<file path="config.mk">
export PLATFORM = sky130hd
export DESIGN_NAME = prng_arbiter
export DESIGN_NICKNAME = d
export VERILOG_FILES = /design/src/rtl/prng_arbiter.sv
export SDC_FILE = /design/constraint.sdc
export NUM_CORES = 1
export LEC_CHECK = 0
export CORE_ASPECT_RATIO = 0.75
export CORE_UTILIZATION = 50
export DETAILED_ROUTE_END_ITERATION = 10
export PLACE_DENSITY = 0.81
export SETUP_SLACK_MARGIN = 0.2
export SYNTH_ARGS = -nofsm -noshare
export SYNTH_HDL_FRONTEND = slang
export SYNTH_SLANG_ARGS = --single-unit
</file>
<file path="constraint.sdc">
create_clock -name clk -period 5.09 [get_ports clk]
set_clock_uncertainty 0.2 [all_clocks]
set_input_delay 1.2725 -clock clk [delete_from_list [all_inputs] [get_ports clk]]
set_output_delay 1.2725 -clock clk [all_outputs]
set_load 0.02 [all_outputs]
</file>
<file path="src/rtl/prng_arbiter.sv">
// Shared LFSR word server: round-robin grants of one fresh LFSR state per grant,
// with seed sanitising and a WIDTH-cycle warm-up. Optional PRNG_ARB_STATS_EN adds grant_cnt.
module prng_arbiter #(
  parameter int               N_REQ = 4,
  parameter int               WIDTH = 8,
  parameter logic [WIDTH-1:0] TAPS  = 8'h1D,
  parameter logic [WIDTH-1:0] SEED  = 8'h01
) (
  input  logic             clk,
  input  logic             reset,
  input  logic [N_REQ-1:0] req,
  input  logic             seed_load,
  input  logic [WIDTH-1:0] seed_i,
  output logic [N_REQ-1:0] grant,
  output logic [WIDTH-1:0] rnd_o,
  output logic             rnd_valid,
  output logic             busy,
`ifdef PRNG_ARB_STATS_EN
  output logic [15:0]      grant_cnt,
`endif
  output logic             dbg_state
);

  localparam int PTR_W = $clog2(N_REQ);
  localparam int CNT_W = $clog2(WIDTH + 1);

  typedef enum logic {WARMUP = 1'b0, SERVE = 1'b1} state_t;

  state_t           state, state_nxt;
  logic [WIDTH-1:0] lfsr, lfsr_nxt, lfsr_step;
  logic [PTR_W-1:0] ptr, ptr_nxt;
  logic [CNT_W-1:0] cnt, cnt_nxt;
  logic [N_REQ-1:0] grant_nxt;
  logic [WIDTH-1:0] rnd_nxt;
  logic             valid_nxt;
  logic [N_REQ-1:0] pick;
  logic [PTR_W-1:0] pick_idx;
  logic             pick_any;

  // Right shift, parity of tapped bits enters at the MSB.
  assign lfsr_step = {^(lfsr & TAPS), lfsr[WIDTH-1:1]};
  assign busy      = (state == WARMUP);
  assign dbg_state = state;

  // First set request at or after ptr, searching upward with wrap.
  always_comb begin
    int idx;
    idx      = 0;
    pick     = '0;
    pick_idx = '0;
    pick_any = 1'b0;
    for (int i = 0; i < N_REQ; i++) begin
      idx = int'(ptr) + i;
      if (idx >= N_REQ) idx = idx - N_REQ;
      if (!pick_any && req[idx]) begin
        pick_any = 1'b1;
        pick_idx = PTR_W'(idx);
      end
    end
    if (pick_any) pick[pick_idx] = 1'b1;
  end

  always_comb begin
    state_nxt = state;
    lfsr_nxt  = lfsr;
    cnt_nxt   = cnt;
    ptr_nxt   = ptr;
    grant_nxt = '0;
    rnd_nxt   = '0;
    valid_nxt = 1'b0;
    if (seed_load) begin
      // A zero seed would lock the LFSR, so substitute the default seed.
      lfsr_nxt  = (seed_i == '0) ? SEED : seed_i;
      cnt_nxt   = '0;
      state_nxt = WARMUP;
    end else begin
      case (state)
        WARMUP: begin
          lfsr_nxt = lfsr_step;
          cnt_nxt  = cnt + CNT_W'(1);
          if (cnt == CNT_W'(WIDTH - 1)) begin
            cnt_nxt   = '0;
            state_nxt = SERVE;
          end
        end
        SERVE: begin
          if (pick_any) begin
            grant_nxt = pick;
            rnd_nxt   = lfsr;
            valid_nxt = 1'b1;
            lfsr_nxt  = lfsr_step;
            ptr_nxt   = (pick_idx == PTR_W'(N_REQ - 1)) ? '0 : pick_idx + PTR_W'(1);
          end
        end
        default: state_nxt = WARMUP;
      endcase
    end
  end

  always_ff @(posedge clk) begin
    if (reset) begin
      state     <= WARMUP;
      lfsr      <= SEED;
      ptr       <= '0;
      cnt       <= '0;
      grant     <= '0;
      rnd_o     <= '0;
      rnd_valid <= 1'b0;
    end else begin
      state     <= state_nxt;
      lfsr      <= lfsr_nxt;
      ptr       <= ptr_nxt;
      cnt       <= cnt_nxt;
      grant     <= grant_nxt;
      rnd_o     <= rnd_nxt;
      rnd_valid <= valid_nxt;
    end
  end

`ifdef PRNG_ARB_STATS_EN
  always_ff @(posedge clk) begin
    if (reset || seed_load) begin
      grant_cnt <= '0;
    end else if (rnd_valid && grant_cnt != 16'hFFFF) begin
      grant_cnt <= grant_cnt + 16'd1;
    end
  end
`endif

endmodule

</file>
==> flow_summary.yaml, run 1 <==
outcome:
  status: "completed"
sta:
  slew_headroom_pct: 62.9
  hold_viol: 0
  finalSetupViolCount: 0
  worst-slew-pin-transition_ns: 0.555
  post-route-worst-setup-slack_ns: 1.92
  fin_crit_ns: 3.17
  worst_hold_slack_ns: 0.287
  max_freq_ghz: 0.315
  setup_tns_ns: 0
  rsz_0062_raised_after_global_routing: "false"
  final_min_period_over_clock_period_pct: 62.3
  report.final.slew_viol_count: 0
worst_setup_path:
  cp.arrival_ns: 3.17
  cpPeakStageDelay_ns: 0.58
  crit_required_ns: 5.09
  startpoint_type: "input pin"
  critical_path_buf_inv_count: 1
  maximum_fanout_along_the_worst_path: 14
  instance_count_on_the_critical_path: 5
  worst_path_dominant_cell_family: "simple AND/OR/NAND/NOR gates"
  crit_type: "input pin to flip-flop"
  critical-path-slowest-cell: "sky130_fd_sc_hd__or4_4"
  worst_setup_path_end_kind: "flip-flop"
  worstRegToRegCells: 4
  path_cells: "clkdlybuf4s50_1, or4_4, or3_1, nor2_1, a211oi_2"
global_route:
  use_met1_pct: 25.7
  first_global_vias: 716
  grt.met3_usage_pct: 5.26
  grt_first_pass_wirelength_microns: 3390
  global_route.usage.met2_pct: 26.7
  globalRoute.busiestLayer: "met2"
  grt_start_max_net_pins: 17
  number_of_antenna_violations_at_the_first_check_in_global_routing: 0
  globalRouteOverflowTotal: 0
  groute.usage.overall_pct: 17.9
clock_network:
  cts_hold_buf: 0
  tritoncts_num_sinks: 28
  postCtsSetupRepairBufs: 0
  worstSkewPairLatency_ns: 0.32
  clock_tree_from_tritoncts: "done"
  cts_root_buffer: "sky130_fd_sc_hd__clkbuf_4"
  cts_max_level: 1
  numCtsBuffers: 3
  ctsResizeCount: 0
  max-clock-path-buffers: 2
  clk_pin_slew_worst_paths_ns: 0.14
layout:
  final_cell_mix: "sky130_fd_sc_hd__clkdlybuf4s50_1, sky130_fd_sc_hd__dfxtp_1, sky130_fd_sc_hd__nor2_1"
  layout.cells.most_common: "sky130_fd_sc_hd__clkdlybuf4s50_1"
  drive_gt1_share_pct: 8.00
  design.final.nets: 171
  fillerInstances: 162
  area_added_between_synthesis_and_finish_pct: 29.0
  antenna_cells: 0
floorplan:
  pin_count: 30
  dieArea_sq_um: 2610
  floorplan.initialDensity_pct: 56.3
  die_width_microns: 58.6
  die_h_microns: 44.5
  core-area_sq_um: 2140
  num_rows: 14
synth:
  synth_cell_types: 33
  mapped_area_sq_um: 1200
  synth-seq-area-share_pct: 46.6
  cell_type_contributing_the_most_total_cell_area_after_synthesis: "sky130_fd_sc_hd__dfxtp_1"
  post_synth.cell_area_avg_sq_um: 9.86
  syn_nets: 142
  synth_area_leaders: "sky130_fd_sc_hd__dfxtp_1, sky130_fd_sc_hd__mux2i_1, sky130_fd_sc_hd__a211oi_2"
  synthesis.instances: 122
  count_of_yosys_warnings_during_synthesis: 0
  postSynthRegisterBits: 28
  yosysTopAreaCellShare_pct: 46.6
drt:
  detail_route.wl_per_cell_microns: 11.7
  drc: 0
  totalWireLength_microns: 2130
  route.antenna.remaining_nets: 0
  dr_pass1_iterations: 4
  dr.first_iter.drc_count: 10
  vias: 903
  routed_via_density: 4.96
power:
  worst_ir_drop_vdd_uv: 237
  cellLeakagePower_nw: 0.594
  pwr_density_cell_nw_per_um2: 263
placed_design:
  place.detailed.hpwl_microns: 1700
  io_buffer_count: 29
  placement.setup.worst_slack_ns: 1.58
  finalWeightedCongestion: 0.768
hold_path:
  worst_hold_path_type: "flip-flop to flip-flop"
  hold_path_depth: 2
run:
  maxCapViolCount: 0
==> stage by stage <==
step / std cells / total power, mW / utilization, % / cell area [sq um]
after floorplan: 122 / 0.255 / - / 1200
after global placement: 178 / 0.272 / 70.1 / 1500
after detailed placement: 178 / 0.274 / 70.1 / 1500
after CTS: 182 / 0.411 / 72.6 / 1550
after global routing: 182 / 0.427 / 72.6 / 1550
final: 182 / 0.408 / 72.6 / 1550
==> layer usage <==
metal	routed length, microns	vias up
li1	-	472
met2	896	25
met4	20	0
met5	0	-
met3	90	2
met1	1120	404
==> cell usage after synthesis (all sizes together) <==
cell type and count:
dfxtp 28, nor2 14, and2 12, mux2i 8, a21oi 7, inv 7, a211oi 6, ha 5
nand2 4, buf 3, xnor2 3, nor2b 2, o21ai 2, o221ai 2, or3 2, or4 2
a221oi 1, a31oi 1, clkbuf 1, dlygate4sd1 1, nand2b 1, nand3 1, nand4 1, nor3 1
nor3b 1, nor4 1, o211ai 1, o22a 1, o22ai 1, or2 1, xor2 1
==> tightest hold or removal path, cell delays in order, from the launching register on <==
cell and delay, ns:
sky130_fd_sc_hd__dfxtp_1 0.35, sky130_fd_sc_hd__nand2_1 0.06, sky130_fd_sc_hd__a21oi_1 0.05
==> cell type report <==
type / instances / area [sq um] / share of cell area [%]
well taps: 32 / 40.0 / 2.58
clock inverters: 1 / 30.0 / 1.94
repair buffers: 29 / 290 / 18.7
multi-input cells: 82 / 582 / 37.5
flip-flops and latches: 28 / 561 / 36.1
clock buffers: 3 / 22.5 / 1.45
inverters: 7 / 26.3 / 1.69
==> kinds of logic (layout without fill, tap and decap cells) <==
group	Yosys count	count (layout)	share of synthesized area, %
compound gates	22	22	14.6
xor+xnor	4	4	2.91
fa+ha+maj	5	5	5.20
buf+inv	12	40	4.99
flops	28	28	46.6
mux	8	8	6.66
simple gates	43	43	19.0
==> registers in the layout, summed over array words and instances, names as in the netlist <==
name       flops
lfsr           8
ptr            2
rnd_o          8
cnt            4
grant          4
dbg_state      1
rnd_valid      1
==> final timing paths <==
| kind | start | endpoint | slack [ns] |
|---|---|---|---|
| worst min-delay path | cnt[3]$_SDFFE_PP0N_ | cnt[3]$_SDFFE_PP0N_ | 0.29 |
| worst max register to register | dbg_state$_SDFF_PP0_ | lfsr[4]$_SDFFE_PP0P_ | 3.27 |
| worst min register to register | cnt[3]$_SDFFE_PP0N_ | cnt[3]$_SDFFE_PP0N_ | 0.29 |
| worst max-delay path | req[0] | lfsr[4]$_SDFFE_PP0P_ | 1.92 |
==> power breakdown <==
part	total, mW	leakage, nW	switching (mW)	internal, mW
Sequential	0.230	0.228	0.00538	0.224
Combinational	0.0396	0.339	0.0176	0.0220
Clock	0.139	0.0279	0.0592	0.0796
Power figures use the tool's default switching activity.
==> run 2: changes to the inputs <==
- CORE_UTILIZATION: 50 -> 43
- PLACE_DENSITY: 0.81 -> 0.74
- clock period: 5.09 -> 2.7 ns (I/O delays scaled with it)
==> run 2 against run 1 <==
Die area rose by 16%. Total power up 100%. Cell count grew 6.0%. Core utilization down 11 points. Combinational power is 110% higher. Count of clock-buffer cells in the layout unchanged. Sequential share of layout area is 1.7 points lower. First-iteration DRC count grew to 3.6 times the previous value. Via count increased by 5.6%. Highest routed layer is now met3.
==> flow_summary.yaml, run 2 (same netlist as run 1, synthesis figures left out) <==
sta:
  setup_tns_ns: 0
  report.final.slew_viol_count: 0
  rsz_0062_raised_after_global_routing: "false"
  finalSetupViolCount: 0
  hold_viol: 0
  slew_headroom_pct: 62.8
  max_freq_ghz: 0.415
  final_min_period_over_clock_period_pct: 89.2
  worst-slew-pin-transition_ns: 0.556
  fin_crit_ns: 2.41
global_route:
  globalRouteOverflowTotal: 0
  first_global_vias: 807
  number_of_antenna_violations_at_the_first_check_in_global_routing: 0
  grt_first_pass_wirelength_microns: 3700
  grt_start_max_net_pins: 17
  groute.usage.overall_pct: 16.1
power:
  p_int_mw: 0.667
  pwr-share-comb_pct: 9.8
  sequentialPowerShare_pct: 52.1
  cellLeakagePower_nw: 0.634
  worst_ir_drop_vdd_uv: 389
  power.clock.fraction_pct: 38.1
  swShare_pct: 19.6
  net-switching-power_mw: 0.163
  total_power_mw: 0.830
  pwr_density_cell_nw_per_um2: 510
floorplan:
  dieArea_sq_um: 3010
  die_h_microns: 47.8
  pin_count: 30
  num_rows: 16
  core-area_sq_um: 2620
  floorplan.initialDensity_pct: 45.8
  die_width_microns: 63.1
clock_network:
  clock_tree_from_tritoncts: "done"
  tritoncts_num_sinks: 28
  worstSkewPairLatency_ns: 0.27
  numCtsBuffers: 3
  cts_root_buffer: "sky130_fd_sc_hd__clkbuf_8"
  cts_max_level: 1
  clk_pin_slew_worst_paths_ns: 0.09
  cts_hold_buf: 0
  max-clock-path-buffers: 2
  postCtsSetupRepairBufs: 0
  ctsResizeCount: 0
drt:
  route.antenna.remaining_nets: 0
  routed_via_density: 4.94
  detail_route.wl_per_cell_microns: 11.9
  drt-met1-wl_microns: 1150
  dr_pass1_iterations: 4
  totalWireLength_microns: 2300
  vias: 954
  route.top_layer_used: "met3"
  drc: 0
  dr.first_iter.drc_count: 36
  met3_wirelength_microns: 85
  met2WireLength_microns: 1060
worst_setup_path:
  startpoint_type: "input pin"
  crit_type: "input pin to flip-flop"
  crit_required_ns: 2.66
  maximum_fanout_along_the_worst_path: 14
  cp.arrival_ns: 2.37
  worst_setup_path_end_kind: "flip-flop"
placed_design:
  post-place-cells: 189
  post_dp_cell_area_sq_um: 1560
  place.detailed.hpwl_microns: 1790
  finalWeightedCongestion: 0.862
  io_buffer_count: 29
layout:
  antenna_cells: 0
  seq_area_sq_um: 561
  stdcell_count: 193
  finish.instance_area_sq_um: 1630
  fillerInstances: 219
  drive_gt1_share_pct: 12.1
  multi_input_logic_area_sq_um: 582
  layout.cells.most_common: "sky130_fd_sc_hd__clkdlybuf4s50_1"
  final_cell_mix: "sky130_fd_sc_hd__clkdlybuf4s50_1, sky130_fd_sc_hd__dfxtp_1, sky130_fd_sc_hd__nor2_1"
  largestRegisters: "lfsr x8, rnd_o x8"
  design.final.nets: 178
  area_added_between_synthesis_and_finish_pct: 35.4
  post-route-util_pct: 62.1
hold_path:
  worst_hold_path_type: "flip-flop to flip-flop"
run:
  maxCapViolCount: 0
outcome:
  status: "completed"
[run 2: cell count changes in the layout (fill, tap and decap cells not counted), sizes merged]
cell and change:
buf +7
[run 2: power by group through the flow]
stage / Sequential, mW / Combinational (mW) / Clock, mW
after floorplan: 0.438 / 0.0425 / 0
after detailed placement: 0.442 / 0.0797 / 0
after global routing: 0.434 / 0.0890 / 0.347
final: 0.433 / 0.0815 / 0.316
after global placement: 0.442 / 0.0773 / 0
after CTS: 0.432 / 0.0813 / 0.327
[run 2: final timing paths]
kind                             start              endpoint  slack (ns)  depth (start not counted)
setup / recovery                req[0]  lfsr[5]$_SDFFE_PP0P_        0.29                          6
hold / removal     cnt[3]$_SDFFE_PP0N_   cnt[3]$_SDFFE_PP0N_        0.28                          2
setup reg to reg  dbg_state$_SDFF_PP0_   rnd_o[2]$_SDFF_PP0_        0.96                          4
hold reg to reg    cnt[3]$_SDFFE_PP0N_   cnt[3]$_SDFFE_PP0N_        0.28                          2
[run 2: worst max-delay path, cell delays in order]
cell,delay (ns)
sky130_fd_sc_hd__clkdlybuf4s50_1,0.43
sky130_fd_sc_hd__or4_4,0.54
sky130_fd_sc_hd__or3_1,0.33
sky130_fd_sc_hd__buf_4,0.20
sky130_fd_sc_hd__nor2_1,0.14
sky130_fd_sc_hd__a211oi_2,0.06
[run 2: final cells by class]
class                      instances  share of cell area [%]
clock buffer                       3                    2.54
multi-input combinational         82                    35.7
sequential                        28                    34.4
inverter                           7                    1.61
timing repair buffer              36                    21.1
clock inverter                     1                    1.84
tap                               36                    2.77
[run 2: layer usage]
metal,track usage (%),vias up
met5,0,-
met4,2.33,0
met2,26.2,24
met1,23.0,441
li1,-,489
met3,2.86,0
[run 2: through the flow]
step / worst slack (ns) / hold slack (ns)
after detailed placement: 0.0163 / 0.265
after global routing: 0.243 / 0.299
after global placement: 0.0730 / 0.255
final: 0.292 / 0.282
after floorplan: 0.424 / 0.240
after CTS: 0.284 / 0.283
==> run 3: changes to the inputs <==
- clock period: 2.7 -> 2.1 ns (I/O delays scaled with it)
==> run 3 against run 2 <==
Cell count increased by 3.6%. Die area unchanged. Critical path depth decreased by 1. Worst setup slack got worse by 0.098 ns. Critical path type unchanged. Sequential share of layout area decreased by 2.5 points. First-iteration DRC count increased by 25%. Via count increased by 7.8%. Global-route usage increased by 4.9 points. Register-to-register slack got worse by 0.55 ns. Worst hold slack got worse by 0.0069 ns. Sequential power increased by 30%. Count of clock-buffer cells in the layout unchanged.
==> flow_summary.yaml, run 3 (same netlist as run 1, synthesis figures left out) <==
worst_setup_path:
  r2r-start: "ptr[1]$_SDFFE_PP0P_"
  worst_path_dominant_cell_family: "simple AND/OR/NAND/NOR gates"
  critical-path-slowest-cell: "sky130_fd_sc_hd__or4_4"
  cpPeakStageDelay_ns: 0.53
  ff2ff_setup_slack_ns: 0.41
  crit_type: "input pin to flip-flop"
  worst_setup_path_end_kind: "flip-flop"
  path_cells: "buf_6, or4_4, or3_4, buf_8, a211oi_2"
  critical_path_buf_inv_count: 2
  crit_required_ns: 2.09
  worstRegToRegCells: 7
  maximum_fanout_along_the_worst_path: 7
  cp.arrival_ns: 1.90
  startpoint_type: "input pin"
  r2r-end: "ptr[1]$_SDFFE_PP0P_"
power:
  worst_ir_drop_vdd_uv: 376
  total_power_mw: 1.09
  cellLeakagePower_nw: 0.788
  pwr_density_cell_nw_per_um2: 622
sta:
  hold_viol: 0
  fin_crit_ns: 1.91
  setup_tns_ns: 0
  final_min_period_over_clock_period_pct: 90.8
  rsz_0062_raised_after_global_routing: "true"
  report.final.slew_viol_count: 0
  slew_headroom_pct: 72.0
  worst-slew-pin-transition_ns: 0.419
  max_freq_ghz: 0.525
  finalSetupViolCount: 0
  worst_hold_slack_ns: 0.275
clock_network:
  worstSkewPairLatency_ns: 0.27
  clk_pin_slew_worst_paths_ns: 0.10
  postCtsSetupRepairBufs: 0
  cts_max_level: 1
  clock_tree_from_tritoncts: "done"
  tritoncts_num_sinks: 28
  cts_root_buffer: "sky130_fd_sc_hd__clkbuf_8"
  max-clock-path-buffers: 2
  numCtsBuffers: 3
drt:
  totalWireLength_microns: 2950
  dr_pass1_iterations: 4
  detail_route.wl_per_cell_microns: 14.8
  route.antenna.remaining_nets: 0
  drc: 0
  routed_via_density: 5.14
  dr.first_iter.drc_count: 45
  vias: 1028
layout:
  largestRegisters: "lfsr x8, rnd_o x8"
  design.final.nets: 185
  area_added_between_synthesis_and_finish_pct: 46.2
  seq_area_sq_um: 562
  final_cell_mix: "sky130_fd_sc_hd__dfxtp_1, sky130_fd_sc_hd__dlygate4sd2_1, sky130_fd_sc_hd__and2_1, sky130_fd_sc_hd__buf_4, sky130_fd_sc_hd__mux2i_1"
  layout.cells.most_common: "sky130_fd_sc_hd__dfxtp_1"
  fillerInstances: 189
  multi_input_logic_area_sq_um: 661
  drive_gt1_share_pct: 26.2
  antenna_cells: 0
hold_path:
  hold_path_depth: 2
  min-delay-start: "cnt[3]$_SDFFE_PP0N_"
  whs_endpoint: "cnt[3]$_SDFFE_PP0N_"
  worst_hold_path_type: "flip-flop to flip-flop"
outcome:
  status: "completed"
global_route:
  number_of_antenna_violations_at_the_first_check_in_global_routing: 0
  globalRoute.busiestLayer: "met2"
  grt_first_pass_wirelength_microns: 4680
  grt.met3_usage_pct: 5.95
  use_met1_pct: 25.9
  first_global_vias: 997
  globalRouteOverflowTotal: 0
  grt_start_max_net_pins: 17
  global_route.usage.met2_pct: 35.7
  groute.usage.overall_pct: 21.0
placed_design:
  io_buffer_count: 29
  finalWeightedCongestion: 0.847
  place.detailed.hpwl_microns: 2070
floorplan:
  pin_count: 30
  die_width_microns: 63.1
  floorplan.initialDensity_pct: 45.8
  core-area_sq_um: 2620
  dieArea_sq_um: 3010
  die_h_microns: 47.8
  num_rows: 16
run:
  maxCapViolCount: 0
run 3: cell types whose count changed in the layout (fill, tap and decap cells not counted), sizes merged:
cell and delta:
buf +10, clkdlybuf4s50 -23, dlygate4sd2 +15, dlymetal6s2s +4, clkdlybuf4s15 +1
run 3: metrics by stage:
step | utilization [%] | cell area, sq um | worst slack [ns] | cells
finish | 67.0 | 1760 | 0.194 | 200
global route | 67.0 | 1760 | 0.173 | 200
CTS | 65.8 | 1730 | 0.135 | 200
detailed placement | 61.3 | 1610 | -0.469 | 195
global placement | 61.3 | 1610 | -0.377 | 195
floorplan | - | 1210 | -0.0206 | 122
run 3: cell type report:
class	instances	area share (%)
sequential	28	32.0
timing repair buffer	43	22.3
multi-input combinational	82	37.6
clock inverter	1	1.71
inverter	7	1.49
tap	36	2.56
clock buffer	3	2.35
run 3: how the worst max path moves through the flow:
stage | to | start | depth (start not counted) | slack (ns)
floorplan | lfsr[7]$_SDFFE_PP0P_ | req[0] | 6 | -0.02
global placement | lfsr[3]$_SDFFE_PP0P_ | req[0] | 6 | -0.38
detailed placement | lfsr[3]$_SDFFE_PP0P_ | req[0] | 6 | -0.47
CTS | lfsr[7]$_SDFFE_PP0P_ | req[2] | 6 | 0.13
global route | lfsr[7]$_SDFFE_PP0P_ | req[1] | 6 | 0.17
finish | lfsr[4]$_SDFFE_PP0P_ | req[2] | 5 | 0.19
run 3: metal layers:
layer | up-vias | share of wire (%)
li1 | 498 | -
met1 | 490 | 44
met2 | 34 | 50
met3 | 6 | 4.3
met4 | 0 | 1.7
met5 | - | 0
run 3: tightest hold or removal path, delay by kind of cell (launching register included):
kind / cells / cell delay [ns]
compound gates: 1 / 0.05
flops: 1 / 0.33
simple gates: 1 / 0.06
run 3: timing repair:
action / CTS / global route
cloned: 1 / 0
endpoints found under the setup margin: 38 / 10
hold buffers: 0 / 0
resized for setup: 51 / 8
hold endpoints to repair: 0 / 0
pin swaps: 7 / 6
run 3: power by group:
part / total, mW / switching (mW) / internal [mW] / leakage [nW]
sequential: 0.561 / 0.0179 / 0.543 / 0.228
combinational: 0.115 / 0.0522 / 0.0629 / 0.524
clock: 0.418 / 0.163 / 0.255 / 0.0357
==> edit, RTL diff (config.mk and constraints of run 2) <==
`N_REQ`: 4 -> 16.
--- a/src/rtl/prng_arbiter.sv
+++ b/src/rtl/prng_arbiter.sv
@@ -1,7 +1,7 @@
 // Shared LFSR word server: round-robin grants of one fresh LFSR state per grant,
 // with seed sanitising and a WIDTH-cycle warm-up. Optional PRNG_ARB_STATS_EN adds grant_cnt.
 module prng_arbiter #(
-  parameter int               N_REQ = 4,
+  parameter int               N_REQ = 16,
   parameter int               WIDTH = 8,
   parameter logic [WIDTH-1:0] TAPS  = 8'h1D,
   parameter logic [WIDTH-1:0] SEED  = 8'h01
Ports: changed (resized grant and req); port bits go from 30 to 54. No check against the original RTL was run, so the function may have changed too.
==> edit against run 2 <==
  * The flow now finishes with violations (setup timing)
  * Worst setup slack got worse by 2.2 ns
  * Synthesized area increased to 3.4 times the old value
  * Total power increased by 120%
  * Utilization increased by 6.0 points
  * Sequential cell count increased by 14
  * Final area increased to 3.8 times the old value
  * Global-route usage increased by 16 points
  * Routed wire length increased to 7.1 times the old value
  * Cell count increased to 3.9 times the old value
  * Critical endpoint is now ptr[3]
  * Largest cell class unchanged
==> edit: results (changes against run 2) <==
* Status: finished with violations
* Failing checks: setup timing
* Global-route total usage across every layer at 31.6% (+16 points)
* Dpl ws at -2.13 ns (-2.15 ns)
* Slowest stage cell, crit path: mux4_2
* Top cells by area, synth: dfxtp_1 21%, mux4_2 12%, mux2i_1 8.2%
* Vias per inst at 6.37 (+29%)
* Clock latency on the worst-skew pair at 0.29 ns (+0.02 ns)
* Leakage at 2.51 nW (+300%)
* VDD IR max at 0.264 mV (-32%)
* Cts bufs inserted at 5 (+2)
* Routability cong. at 0.937 (+8.7%)
* Critical Path AT at 4.61 ns (+2.24 ns)
* Sequential share of the synthesized area at 20.9% (-26 points)
* Synth Net Count at 486 (+240%)
* FILL cells at 674 (+210%)
* First-pass GRT wire length at 23.9 mm (+550%)
* Worst path max stage delay at 0.57 ns (+0.03 ns)
* Vias in the first global route at 4,464 (+450%)
* Largest regs: grant (16), lfsr (8), rnd_o (8)
* DP HPWL at 10.9 mm (+510%)
* Worst Setup Slack, final at -1.91 ns (-2.21 ns)
* Actual slew at the worst max-slew pin at 0.477 ns (-0.0791 ns)
* Worst-path clk slew at 0.06 ns (-0.03 ns)
* Share of cells above drive strength 1 at 41.4% (+29 points)
* Most frequent cells after synthesis: 46 x nor2_1, 42 x dfxtp_1, 34 x nand2_1
* Crit Path Max Fanout at 7 (-7)
* H-tree levels at 2 (+1)
* Port-buffer cells at 53 (+83%)
* First DRT Iteration DRCs at 524 (+1400%)
* Area of placed instances at 0.00560 mm^2 (+260%)
* Largest net degree at the start of global routing at 26 (+9)
* Final WL at 16.3 mm (+610%)
* Final setup fails at 37 (+37)
==> edit: what timing repair did <==
action                                 CTS  global route
resized for setup                       74            26
setup buffers                            6             3
setup endpoints to repair               37            37
endpoints found under the hold margin    0             0
cloned                                   3             0
pin swaps                               26             8
==> edit: worst paths after layout <==
path / start / endpoint / slack [ns] / depth (start not counted)
worst max-delay path: ptr[1] / ptr[3] / -1.91 / 11
worst min-delay path: lfsr[7] / rnd_o[7] / 0.33 / 1
worst min register to register: lfsr[7] / rnd_o[7] / 0.33 / 1
worst max register to register: ptr[1] / ptr[3] / -1.91 / 11
==> edit: cells by family (layout without fill, tap and decap cells) <==
family                   count (synthesis)  count (layout)  share of synthesized area, %
multiplexers                            91              91                          33.0
flip-flops                              42              42                          20.9
XOR/XNOR                                14              14                          3.04
AO/OA/AOI/OAI                           94              94                          15.9
buffers and inverters                   38             207                          4.31
AND/OR/NAND/NOR                        156             158                          19.2
adder cells (fa/ha/maj)                 12              12                          3.72
==> edit: where the power goes <==
| group | internal (W) | switching (W) |
|---|---|---|
| logic | 0.000224 | 0.000234 |
| clock network | 0.000438 | 0.000255 |
| registers | 0.000628 | 0.0000122 |
| total | 0.00129 | 0.000501 |
==> edit: worst reg2reg max path, cell delays in order, from the launching register on <==
cell and delay (ns):
dfxtp_4 0.37, clkinvlp_4 0.11, ha_4 0.36, mux4_2 0.57
mux4_2 0.50, or4b_4 0.53, or4b_4 0.57, o211ai_1 0.24
nand3_1 0.16, and3_4 0.22, or4_4 0.51, a41oi_2 0.19
==> edit: final cells by class <==
class                   count  area share (%)
multi-input cells         369            55.1
repair buffers            182            24.7
flip-flops and latches     42            13.7
well taps                 128            2.59
clock buffers               5            2.02
inverters                  17            1.17
clock inverters             3           0.709
==> edit: layer usage <==
metal	vias up	share of wire (%)	track usage [%]
met4	0	3.9	10.6
met2	331	45	49.2
met1	2292	39	43.1
met5	-	0	0
li1	2048	-	-
met3	83	12	7.84
==> edit: per-stage QoR <==
stage / setup TNS (ns) / util, % / instances / total power, W
after floorplan: -76.15 / - / 447 / 0.000851
after global placement: -70.56 / 61.6 / 726 / 0.00103
after detailed placement: -73.05 / 61.6 / 726 / 0.00105
after CTS: -56.75 / 66.5 / 743 / 0.00175
after global routing: -63.29 / 68.0 / 746 / 0.00184
final: -59.26 / 68.0 / 746 / 0.00179
